### src/rtl/csr_file_if.sv
// CSR file bus: decode-side CSR access plus exception/commit controls and the
// trap/return targets fed back to the fetch unit.
interface csr_file_if #(
  parameter int XLEN = 32
);
  logic [11:0]     csr_addr;
  logic [1:0]      csr_op;
  logic [XLEN-1:0] csr_wdata;
  logic [XLEN-1:0] csr_rdata;
  logic            csr_illegal;
  logic            trap_valid;
  logic [XLEN-1:0] trap_cause;
  logic [XLEN-1:0] trap_epc;
  logic            mret;
  logic            instr_retire;
  logic [XLEN-1:0] trap_vector;
  logic [XLEN-1:0] mepc_out;
  logic            mie_out;

  modport master (
    output csr_addr, csr_op, csr_wdata, trap_valid, trap_cause, trap_epc,
           mret, instr_retire,
    input  csr_rdata, csr_illegal, trap_vector, mepc_out, mie_out
  );

  modport slave (
    input  csr_addr, csr_op, csr_wdata, trap_valid, trap_cause, trap_epc,
           mret, instr_retire,
    output csr_rdata, csr_illegal, trap_vector, mepc_out, mie_out
  );
endinterface

### src/rtl/csr_file_m.sv
// Machine-mode CSR file: mstatus/misa/mtvec/mscratch/mepc/mcause/mhartid with trap entry
// and mret. Define CSR_COUNTERS_EN to add the 64-bit mcycle/minstret counters.
module csr_file_m #(
  parameter int              XLEN      = 32,
  parameter logic [XLEN-1:0] MTVEC_RST = 'h80000000,
  parameter logic [XLEN-1:0] HART_ID   = '0,
  parameter logic [XLEN-1:0] MISA_VAL  = 'h40001100
) (
  input logic      clk,
  input logic      rst,
  csr_file_if.slave bus
);
  localparam logic [1:0]      OP_NONE = 2'b00;
  localparam logic [1:0]      OP_RW   = 2'b01;
  localparam logic [1:0]      OP_RS   = 2'b10;
  localparam logic [1:0]      OP_RC   = 2'b11;
  localparam logic [XLEN-1:0] ALIGN   = {{(XLEN-2){1'b1}}, 2'b00};

  logic            mie_q, mie_d, mpie_q, mpie_d;
  logic [XLEN-1:0] mtvec_q, mtvec_d, mscratch_q, mscratch_d;
  logic [XLEN-1:0] mepc_q, mepc_d, mcause_q, mcause_d;
  logic [XLEN-1:0] mstatus_rd, old_val, new_val;
  logic            impl, ro, eff_write, illegal, wr_en;

`ifdef CSR_COUNTERS_EN
  logic [63:0] mcycle_q, mcycle_d, minstret_q, minstret_d;
`else
  logic unused_retire;
  assign unused_retire = bus.instr_retire;
`endif

  // MPP is hardwired to machine mode; only MIE and MPIE have storage.
  always_comb begin
    mstatus_rd        = '0;
    mstatus_rd[12:11] = 2'b11;
    mstatus_rd[7]     = mpie_q;
    mstatus_rd[3]     = mie_q;
  end

  always_comb begin
    impl    = 1'b1;
    ro      = 1'b0;
    old_val = '0;
    case (bus.csr_addr)
      12'h300: old_val = mstatus_rd;
      12'h301: begin old_val = MISA_VAL; ro = 1'b1; end
      12'h305: old_val = mtvec_q;
      12'h340: old_val = mscratch_q;
      12'h341: old_val = mepc_q;
      12'h342: old_val = mcause_q;
      12'hF14: begin old_val = HART_ID; ro = 1'b1; end
`ifdef CSR_COUNTERS_EN
      12'hB00: old_val = XLEN'(mcycle_q);
      12'hB02: old_val = XLEN'(minstret_q);
      12'hB80: if (XLEN == 32) old_val = XLEN'(mcycle_q >> 32); else impl = 1'b0;
      12'hB82: if (XLEN == 32) old_val = XLEN'(minstret_q >> 32); else impl = 1'b0;
`endif
      default: impl = 1'b0;
    endcase
  end

  // Set/clear with a zero operand is a pure read and never counts as a write.
  assign eff_write = (bus.csr_op == OP_RW) ||
                     ((bus.csr_op != OP_NONE) && (bus.csr_wdata != '0));
  assign illegal   = (bus.csr_op != OP_NONE) && (!impl || (ro && eff_write));
  assign wr_en     = eff_write && !illegal && !bus.trap_valid && !bus.mret;

  always_comb begin
    case (bus.csr_op)
      OP_RW:   new_val = bus.csr_wdata;
      OP_RS:   new_val = old_val | bus.csr_wdata;
      OP_RC:   new_val = old_val & ~bus.csr_wdata;
      default: new_val = old_val;
    endcase
  end

  always_comb begin
    mie_d      = mie_q;
    mpie_d     = mpie_q;
    mtvec_d    = mtvec_q;
    mscratch_d = mscratch_q;
    mepc_d     = mepc_q;
    mcause_d   = mcause_q;
    if (bus.trap_valid) begin
      mepc_d   = bus.trap_epc & ALIGN;
      mcause_d = bus.trap_cause;
      mpie_d   = mie_q;
      mie_d    = 1'b0;
    end else if (bus.mret) begin
      mie_d  = mpie_q;
      mpie_d = 1'b1;
    end else if (wr_en) begin
      case (bus.csr_addr)
        12'h300: begin mie_d = new_val[3]; mpie_d = new_val[7]; end
        12'h305: mtvec_d    = new_val & ALIGN;
        12'h340: mscratch_d = new_val;
        12'h341: mepc_d     = new_val & ALIGN;
        12'h342: mcause_d   = new_val;
        default: ;
      endcase
    end
  end

`ifdef CSR_COUNTERS_EN
  // A write to one half replaces it and suppresses that counter's increment.
  always_comb begin
    mcycle_d   = mcycle_q + 64'd1;
    minstret_d = minstret_q + {63'd0, bus.instr_retire};
    if (wr_en) begin
      case (bus.csr_addr)
        12'hB00: mcycle_d = (XLEN == 64) ? 64'(new_val)
                                         : {mcycle_q[63:32], new_val[31:0]};
        12'hB02: minstret_d = (XLEN == 64) ? 64'(new_val)
                                           : {minstret_q[63:32], new_val[31:0]};
        12'hB80: mcycle_d   = {new_val[31:0], mcycle_q[31:0]};
        12'hB82: minstret_d = {new_val[31:0], minstret_q[31:0]};
        default: ;
      endcase
    end
  end

  always_ff @(posedge clk) begin
    if (rst) begin
      mcycle_q   <= '0;
      minstret_q <= '0;
    end else begin
      mcycle_q   <= mcycle_d;
      minstret_q <= minstret_d;
    end
  end
`endif

  always_ff @(posedge clk) begin
    if (rst) begin
      mie_q      <= 1'b0;
      mpie_q     <= 1'b0;
      mtvec_q    <= MTVEC_RST;
      mscratch_q <= '0;
      mepc_q     <= '0;
      mcause_q   <= '0;
    end else begin
      mie_q      <= mie_d;
      mpie_q     <= mpie_d;
      mtvec_q    <= mtvec_d;
      mscratch_q <= mscratch_d;
      mepc_q     <= mepc_d;
      mcause_q   <= mcause_d;
    end
  end

  assign bus.csr_rdata   = old_val;
  assign bus.csr_illegal = illegal;
  assign bus.trap_vector = {mtvec_q[XLEN-1:2], 2'b00};
  assign bus.mepc_out    = mepc_q;
  assign bus.mie_out     = mie_q;
endmodule

### src/flat_wrapper.sv
// flat-port wrapper written by rule: the top's interface ports become plain ports
module csr_file_m_flat 
#(
  parameter int              XLEN      = 32,
  parameter logic [XLEN-1:0] MTVEC_RST = 'h80000000,
  parameter logic [XLEN-1:0] HART_ID   = '0,
  parameter logic [XLEN-1:0] MISA_VAL  = 'h40001100
)
  (clk, rst, bus_csr_addr, bus_csr_op, bus_csr_wdata, bus_trap_valid, bus_trap_cause, bus_trap_epc, bus_mret, bus_instr_retire, bus_csr_rdata, bus_csr_illegal, bus_trap_vector, bus_mepc_out, bus_mie_out);
  csr_file_if #(.XLEN(XLEN)) bus_i ();
  input logic clk;
  input logic rst;
  input wire logic [$bits(bus_i.csr_addr)-1:0] bus_csr_addr;
  input wire logic [$bits(bus_i.csr_op)-1:0] bus_csr_op;
  input wire logic [$bits(bus_i.csr_wdata)-1:0] bus_csr_wdata;
  input wire logic [$bits(bus_i.trap_valid)-1:0] bus_trap_valid;
  input wire logic [$bits(bus_i.trap_cause)-1:0] bus_trap_cause;
  input wire logic [$bits(bus_i.trap_epc)-1:0] bus_trap_epc;
  input wire logic [$bits(bus_i.mret)-1:0] bus_mret;
  input wire logic [$bits(bus_i.instr_retire)-1:0] bus_instr_retire;
  output wire logic [$bits(bus_i.csr_rdata)-1:0] bus_csr_rdata;
  output wire logic [$bits(bus_i.csr_illegal)-1:0] bus_csr_illegal;
  output wire logic [$bits(bus_i.trap_vector)-1:0] bus_trap_vector;
  output wire logic [$bits(bus_i.mepc_out)-1:0] bus_mepc_out;
  output wire logic [$bits(bus_i.mie_out)-1:0] bus_mie_out;
  assign bus_i.csr_addr = bus_csr_addr;
  assign bus_i.csr_op = bus_csr_op;
  assign bus_i.csr_wdata = bus_csr_wdata;
  assign bus_i.trap_valid = bus_trap_valid;
  assign bus_i.trap_cause = bus_trap_cause;
  assign bus_i.trap_epc = bus_trap_epc;
  assign bus_i.mret = bus_mret;
  assign bus_i.instr_retire = bus_instr_retire;
  assign bus_csr_rdata = bus_i.csr_rdata;
  assign bus_csr_illegal = bus_i.csr_illegal;
  assign bus_trap_vector = bus_i.trap_vector;
  assign bus_mepc_out = bus_i.mepc_out;
  assign bus_mie_out = bus_i.mie_out;
  csr_file_m #(.XLEN(XLEN), .MTVEC_RST(MTVEC_RST), .HART_ID(HART_ID), .MISA_VAL(MISA_VAL)) u_core (.clk(clk), .rst(rst), .bus(bus_i));
endmodule
### config.mk
export PLATFORM = sky130hd
export DESIGN_NAME = csr_file_m_flat
export DESIGN_NICKNAME = d
export VERILOG_FILES = /design/src/rtl/csr_file_if.sv /design/src/rtl/csr_file_m.sv /design/src/flat_wrapper.sv
export SDC_FILE = /design/constraint.sdc
export NUM_CORES = 1
export LEC_CHECK = 0
export CORE_ASPECT_RATIO = 1.1
export CORE_MARGIN = 1
export CORE_UTILIZATION = 50
export DETAILED_ROUTE_END_ITERATION = 16
export HOLD_SLACK_MARGIN = 0.02
export PLACE_DENSITY = 0.9
export SLEW_MARGIN = 20
export SYNTH_ARGS = -nofsm -noshare
export SYNTH_HDL_FRONTEND = slang
export SYNTH_SLANG_ARGS = --single-unit
### constraint.sdc
create_clock -name clk -period 5.9 [get_ports clk]
set_input_delay 0.59 -clock clk [delete_from_list [all_inputs] [get_ports clk]]
set_output_delay 0.59 -clock clk [all_outputs]
set_load 0.1 [all_outputs]
* Word level (Yosys, flattened, before mapping)
Cells that the tools add are included.
Storage, ports and cells: register bits after elaboration 126, bits of input ports 115, word-level logic and storage cells 71, output and inout port bits 98
Cells by class: eq/ne operators 11, reductions and logical operators 30, bitwise logic cells 5, multiplexer cells 19
Operators by type and width (number):
- 32-bit two-way mux | 8
- 32-bit one-hot mux with 6 select lines | 1
- 32-bit one-hot mux with 3 select lines | 1
- 12-bit by 10-bit equality test with 1-bit output, second input constant | 6
- 32-bit bitwise AND | 1
- 32-bit inverter | 1
- 32-bit bitwise OR | 1
- 32-bit nonzero test | 1
- 12-bit equality test, second input constant | 1
- 2-bit nonzero test | 6
- 1-bit two-way mux | 9
- 4-bit AND reduction | 2
- 7-bit OR reduction | 1
- 1-bit logical AND | 6
- 3-bit AND reduction | 2
- 3-bit nonzero test | 2
- 2-bit equality test, second input constant | 2
- 1-bit zero test | 4
- 2-bit AND reduction | 2
- 2-bit OR reduction | 2
- 2-bit by 1-bit equality test with 1-bit output, second input constant | 1
- 1-bit logical OR | 2
- 2-bit != test, second input constant | 1
- 1-bit inverter | 2

* Logic depth before layout (Yosys ltp)
Gate-level depths: netlist of the first run.
depth after elaboration 13, gate-level depth with buffers 10, depth with buffers taken out 6

* Worst setup path after synthesis of the first run
No wires, ideal clock.
path type input-to-output, start point input port bus_csr_addr[3], end point output port bus_csr_rdata[3], arrival 3.891 ns, path slack 1.419 ns, path buffers 2, stages on the path 6, required time 5.310 ns, cell sequence buf_2 or3_4 clkbuf_1 nor2_1 nand2_1 o31ai_1
On the way: cells in the longest elaborated chain, start to end 2, elaborated cells on any way between the ends 7, classes of those cells eq/ne (6); mux (1)
RTL lines:
- start: declaration | line flat_wrapper.sv:13 | input wire logic [$bits(bus_i.csr_addr)-1:0] bus_csr_addr;
- 12-bit by 10-bit equality test with 1-bit output | line csr_file_m.sv:44 | case (bus.csr_addr)
- 32-bit one-hot mux with 6 select lines (*) | line csr_file_m.sv:44
- end: declaration | line flat_wrapper.sv:21 | output wire logic [$bits(bus_i.csr_rdata)-1:0] bus_csr_rdata;
Mark *: on every way between the ends. The rest lies on a longest branch, timed or not.

* Final worst setup path of the first run
start point input port bus_csr_addr[4], end point output port bus_csr_rdata[1]
The elaborated chain is that of the path after synthesis.

==> qor.yml, run 1 <==
worst_setup_path:
  cp-end-kind: "primary output"
  crit_chain: "clkdlybuf4s50_1 -> nor3_1 -> nand4_1 -> nor2_1 -> clkdlybuf4s50_1"
  critPathMaxFanout: 6
  slowest_stage: "clkdlybuf4s50_1"
  critical_path.max_stage_delay_ns: 1.17
  crit_buf_inv: 2
  cp.arrival_ns: 3.47
  crit_top_cell: "clkdlybuf4s50_1"
  start_kind: "input port"
  r2r.worst_path.cells: 5
  crit_required_ns: 5.31
  cp_num_cells: 5
  critical_path_class: "input port to primary output"
  cp_top_family: "buffers and inverters"
route:
  firstDrtPassIters: 6
  ant_nets: 0
  drt_iter0_drc: 1044
  routed_wl_mm: 25.8
  routedWlPerCell_um: 21.3
  drt-vias-per-instance: 6.51
  vias: 7886
  drc: 0
final_layout:
  fillers: 1048
  diodes: 0
  nNetsFinal: 1126
  areaGrowthSynthToFinish_pct: 36.2
  most-common-layout-cells: "clkdlybuf4s50_1, dfxtp_1, nand2_1, nor2_1, a211oi_1"
  drive_gt1_frac: 0.116
  final_common_cell: "clkdlybuf4s50_1"
  final_cells: 1212
logic_synthesis:
  synth_xor_area_frac: 0.0136
  avgSynthCellArea_um2: 8.39
  synth.distinct_cells: 67
  synth_cells: 843
  synth_edf_count: 0
  yosys_warnings: 0
  ys.flop_type: "dfxtp_1"
  synth-simple-area-share: 0.174
  synthMuxAreaShare: 0.0907
  syn_area_mm2: 0.00708
  async_flop_share: 0
  ys_ff_latch: 126
  seq_area_frac_synth: 0.356
  synthAdderAreaFrac: 0
  synth_top_family_by_area: "compound AO/OA/AOI/OAI gates"
  synth_compound_area_frac: 0.291
cts:
  clk_latency_ns: 0.43
  holdBufCountCts: 0
  clockBufferDepth: 2
  cts_max_level: 4
  clock_sinks: 126
  cts_tree: "yes"
  cts_root_buf: "clkbuf_16"
  clkSlewWorstSetupHoldPaths_ns: 0.05
  postCtsSetupBuffers: 0
  cts_buffers: 17
  post_cts_resized: 0
min_path:
  holdCritPathClass: "flop to flop"
  hold_depth: 2
placement:
  post-dp-hpwl_mm: 17.3
  portBuffers: 205
  place_inst: 1179
  place_ws_ns: 1.75
  place.gp.congestion: 0.951
global_routing:
  antenna_found_initial: 0
  grtUsageTotal: 0.349
  grt_pass1_vias: 7377
  grt_max_degree: 59
  grt_pass1_wl_mm: 39.0
  gr-total-overflow: 0
timing:
  rsz0062_at_grt: "false"
  setup_slack_ns: 1.84
  tightest_slew_ns: 0.997
  relSlewSlack: 0.333
  fin_crit_sh: 0.688
  hold_viol: 0
  holdWs_ns: 0.452
  max_freq_ghz: 0.246
  setup_viol: 0
  period_minus_slack_ns: 4.06
  skew_ns: 0.00574
  maxSlewViolCount: 0
  timing.setup.tns_ns: 0
power:
  powerDensity_mw_per_mm2: 232
  peakVddDrop_uv: 204
  p_leak_nw: 3.57
die:
  start_util: 0.513
  die_h_um: 127
  rows: 45
  die_w_um: 115
  design.core.area_mm2: 0.0138
  ios: 213
  die-area_mm2: 0.0146
job:
  cap_violations: 0
outcome:
  status: "finished clean"
## synthesized netlist by cell type, drive strengths merged, types with 3 or more instances
library cell | instances | share of area
a2111oi | 3 | 0.0099
a211o | 4 | 0.0049
a211oi | 63 | 0.068
a21oi | 36 | 0.025
a221o | 6 | 0.0085
a222oi | 18 | 0.025
a22oi | 14 | 0.015
a31oi | 3 | 0.0027
a32oi | 40 | 0.050
and2 | 11 | 0.0097
and3 | 7 | 0.0062
buf | 36 | 0.030
clkbuf | 42 | 0.022
dfxtp | 126 | 0.36
inv | 41 | 0.022
mux2 | 17 | 0.027
mux2i | 45 | 0.064
nand2 | 84 | 0.045
nand2b | 3 | 0.0027
nand3 | 9 | 0.0064
nand3b | 3 | 0.0032
nand4 | 8 | 0.0071
nor2 | 75 | 0.040
nor2b | 5 | 0.0044
nor3 | 5 | 0.0042
nor4 | 12 | 0.019
nor4b | 3 | 0.0037
o21ai | 59 | 0.042
o2bb2ai | 10 | 0.012
o31ai | 7 | 0.0074
or2 | 6 | 0.0053
or3 | 4 | 0.0042
xnor2 | 10 | 0.012
## state kept, by name (all words and copies together) (netlist names)
register,cells
u_core.mcause_q,32
u_core.mtvec_q,30
u_core.bus.mepc_out,30
u_core.mpie_q,1
u_core.bus.mie_out,1
u_core.mscratch_q,32
## cell type report
cell class | instances | area [µm²] | share of cell area
Tap cell | 188 | 235 | 0.0244
Inverter | 41 | 154 | 0.0160
Clock buffer | 26 | 489 | 0.0508
Multi-Input combinational cell | 601 | 4080 | 0.423
Timing Repair Buffer | 224 | 2120 | 0.220
Clock inverter | 6 | 35.0 | 0.00364
Sequential cell | 126 | 2520 | 0.262
## worst min-delay path: cells and delay by family, from the launching register on
family / cells / cell delay (ns)
flip-flops: 1 / 0.30
AO/OA/AOI/OAI: 1 / 0.05
AND/OR/NAND/NOR: 1 / 0.05
## through the flow
stage          utilization  instance area [µm²]  total power [mW]
2_1_floorplan            -                 7090              1.15
3_3_place_gp         0.659                 9080              1.29
3_5_place_dp         0.659                 9080              1.30
4_1_cts              0.697                 9610              2.23
5_1_grt              0.699                 9640              2.30
6_report             0.699                 9640              2.24
## worst paths after layout
check	startpoint	end	slack, ns
setup / recovery	bus_csr_addr[4]	bus_csr_rdata[1]	1.84
hold / removal	u_core.mscratch_q[11]$_SDFFE_PP0P_	u_core.mscratch_q[11]$_SDFFE_PP0P_	0.45
setup reg to reg	u_core.bus.mepc_out[14]$_SDFFE_PP0P_	u_core.mcause_q[14]$_SDFFE_PP0P_	3.82
hold reg to reg	u_core.mscratch_q[11]$_SDFFE_PP0P_	u_core.mscratch_q[11]$_SDFFE_PP0P_	0.45
## kinds of logic after synthesis
kind of cell	after synthesis
flops	126
other cells	1
xor+xnor	11
buf+inv	119
mux	62
compound gates	280
simple gates	244
## power by group
part	switching [mW]	total [mW]	internal [mW]
clock	0.378	0.945	0.566
sequential	0.0189	0.896	0.877
combinational	0.254	0.399	0.145
total	0.651	2.24	1.59
## metal layers
layer	vias up	global-route usage	part of all wire	wire length [µm]
li1	3500	-	-	-
met4	0	0.182	0.037	965
met3	99	0.0683	0.11	2820
met5	-	0	0	0
met2	606	0.571	0.46	11900
met1	3681	0.430	0.39	10000
Power figures use the tool's default switching activity.
==> run 2: changes to the inputs <==
CORE_UTILIZATION = 48   (was 50)
PLACE_DENSITY = 0.87   (was 0.9)
clock period = 4 ns   (was 5.9 ns; I/O delays follow)
==> run 2 against run 1 <==
First-iteration DRC count is 42% higher. Worst hold slack improved by 0.0096 ns. Power increased by 65%. Global-route usage decreased by 0.55 points.
==> qor.yml, run 2 (same netlist as run 1, synthesis figures left out) <==
worst_setup_path:
  start_kind: "input port"
  crit_required_ns: 4.32  # -0.99 ns
  critical_path.max_stage_delay_ns: 0.65  # -0.52 ns
  cp.arrival_ns: 3.60  # +0.13 ns
  critical_path_class: "input port to flop"
  crit_chain: "clkdlybuf4s50_1 -> nor2_1 -> nand4b_2 -> a2111oi_2 -> nand2b_1 -> o21ai_0"
  critPathMaxFanout: 18  # +12
  slowest_stage: "nand2b_1"
  cp-end-kind: "flop"
job:
  cap_violations: 0  # unchanged
timing:
  rsz0062_at_grt: "false"
  timing.setup.tns_ns: 0  # unchanged
  max_freq_ghz: 0.305
  skew_ns: 0.00757  # +0.00184 ns
  maxSlewViolCount: 0  # unchanged
  relSlewSlack: 0.308  # -0.0251
  period_minus_slack_ns: 3.28
  tightest_slew_ns: 1.03  # +0.0375 ns
  setup_viol: 0  # unchanged
  fin_crit_sh: 0.820
  hold_viol: 0  # unchanged
cts:
  cts_root_buf: "clkbuf_16"
  cts_buffers: 17  # unchanged
  clock_sinks: 126  # unchanged
  clockBufferDepth: 2  # unchanged
  cts_max_level: 4  # unchanged
  postCtsSetupBuffers: 0  # unchanged
  cts_tree: "yes"
  clkSlewWorstSetupHoldPaths_ns: 0.06  # about the same
  clk_latency_ns: 0.42  # about the same
  holdBufCountCts: 0  # unchanged
  post_cts_resized: 0  # unchanged
global_routing:
  grt_max_degree: 59  # unchanged
  gr-total-overflow: 0  # unchanged
  grt_pass1_wl_mm: 40.7  # +4.4%
  grtUsageTotal: 0.343  # -0.00551
  grt_pass1_vias: 7550  # +2.3%
  antenna_found_initial: 1  # +1
die:
  design.core.area_mm2: 0.0144  # +4.3%
  die-area_mm2: 0.0152  # +4.1%
  ios: 213  # unchanged
  die_h_um: 129  # +2.0%
  die_w_um: 118  # +2.0%
  rows: 46  # +2.2%
  start_util: 0.492  # -0.0212
route:
  drt_iter0_drc: 1478  # +42%
  firstDrtPassIters: 7  # +1
  drt-vias-per-instance: 6.50  # -0.14%
  drc: 0  # unchanged
  vias: 7979  # +1.2%
  routedWlPerCell_um: 21.8  # +2.4%
  ant_nets: 0  # unchanged
  routed_wl_mm: 26.7  # +3.8%
min_path:
  holdCritPathClass: "flop to flop"
final_layout:
  postLayoutCellArea_mm2: 0.0103  # +6.7%
  top_regs: "u_core.mcause_q (32), u_core.mscratch_q (32)"
  areaGrowthSynthToFinish_pct: 45.3
  regArea_mm2: 0.00252  # unchanged
  nNetsFinal: 1138  # +1.1%
  drive_gt1_frac: 0.134  # +0.0180
  final_common_cell: "clkdlybuf4s50_1"
  fin_util: 0.715  # +0.0160
  multi_input_area_mm2: 0.00408  # +0.12%
  most-common-layout-cells: "clkdlybuf4s50_1, dfxtp_1, nand2_1, nor2_1, a211oi_1"
  fillers: 1072  # +2.3%
  diodes: 0  # unchanged
placement:
  post-dp-hpwl_mm: 18.2  # +5.5%
  place.gp.congestion: 0.970  # +1.9%
  dpl_cell_area_mm2: 0.00961  # +5.8%
  portBuffers: 205  # unchanged
power:
  p_total_mw: 3.70  # +65%
  p_leak_nw: 3.79  # +6.1%
  peakVddDrop_uv: 236  # +16%
  powerDensity_mw_per_mm2: 360  # +55%
outcome:
  status: "finished clean"
==> run 2: area by class of cell <==
type,instances,area share
clock inverters,14,0.0234
flip-flops and latches,126,0.245
repair buffers,236,0.254
multi-input cells,601,0.397
well taps,192,0.0234
clock buffers,18,0.0417
inverters,41,0.0150
==> run 2: power by group <==
part,total (mW),internal (mW),leakage [nW],switching (mW)
registers,1.32,1.29,1.03,0.0280
logic,0.597,0.217,2.44,0.380
clock network,1.78,1.17,0.320,0.611
total,3.70,2.68,3.79,1.02
==> run 2: layer usage <==
| layer | share of wire | track usage |
|---|---|---|
| met3 | 0.12 | 0.0757 |
| met4 | 0.046 | 0.202 |
| met5 | 0 | 0 |
| met1 | 0.37 | 0.419 |
| met2 | 0.47 | 0.561 |
==> run 2: final timing paths <==
path	depth (start not counted)	startpoint	to	slack [ns]
worst max-delay path	6	bus_csr_addr[3]	u_core.bus.mepc_out[16]$_SDFFE_PP0P_	0.72
worst min register to register	2	u_core.mscratch_q[11]$_SDFFE_PP0P_	u_core.mscratch_q[11]$_SDFFE_PP0P_	0.46
worst min-delay path	2	u_core.mscratch_q[11]$_SDFFE_PP0P_	u_core.mscratch_q[11]$_SDFFE_PP0P_	0.46
worst max register to register	5	u_core.bus.mepc_out[16]$_SDFFE_PP0P_	u_core.bus.mepc_out[16]$_SDFFE_PP0P_	1.89
==> run 2: per-stage QoR <==
stage	std cells	worst slack, ns	hold slack [ns]
2_1_floorplan	846	0.0385	0.431
3_3_place_gp	1196	0.597	0.437
3_5_place_dp	1196	0.519	0.452
4_1_cts	1228	0.822	0.460
5_1_grt	1228	0.603	0.481
6_report	1228	0.720	0.461
==> run 2: critical path, delay by kind of cell <==
kind	cells	cell delay, ns
and+or+nand+nor	3	1.55
buffers and inverters	1	0.62
AOI/OAI and AO/OA	2	1.01
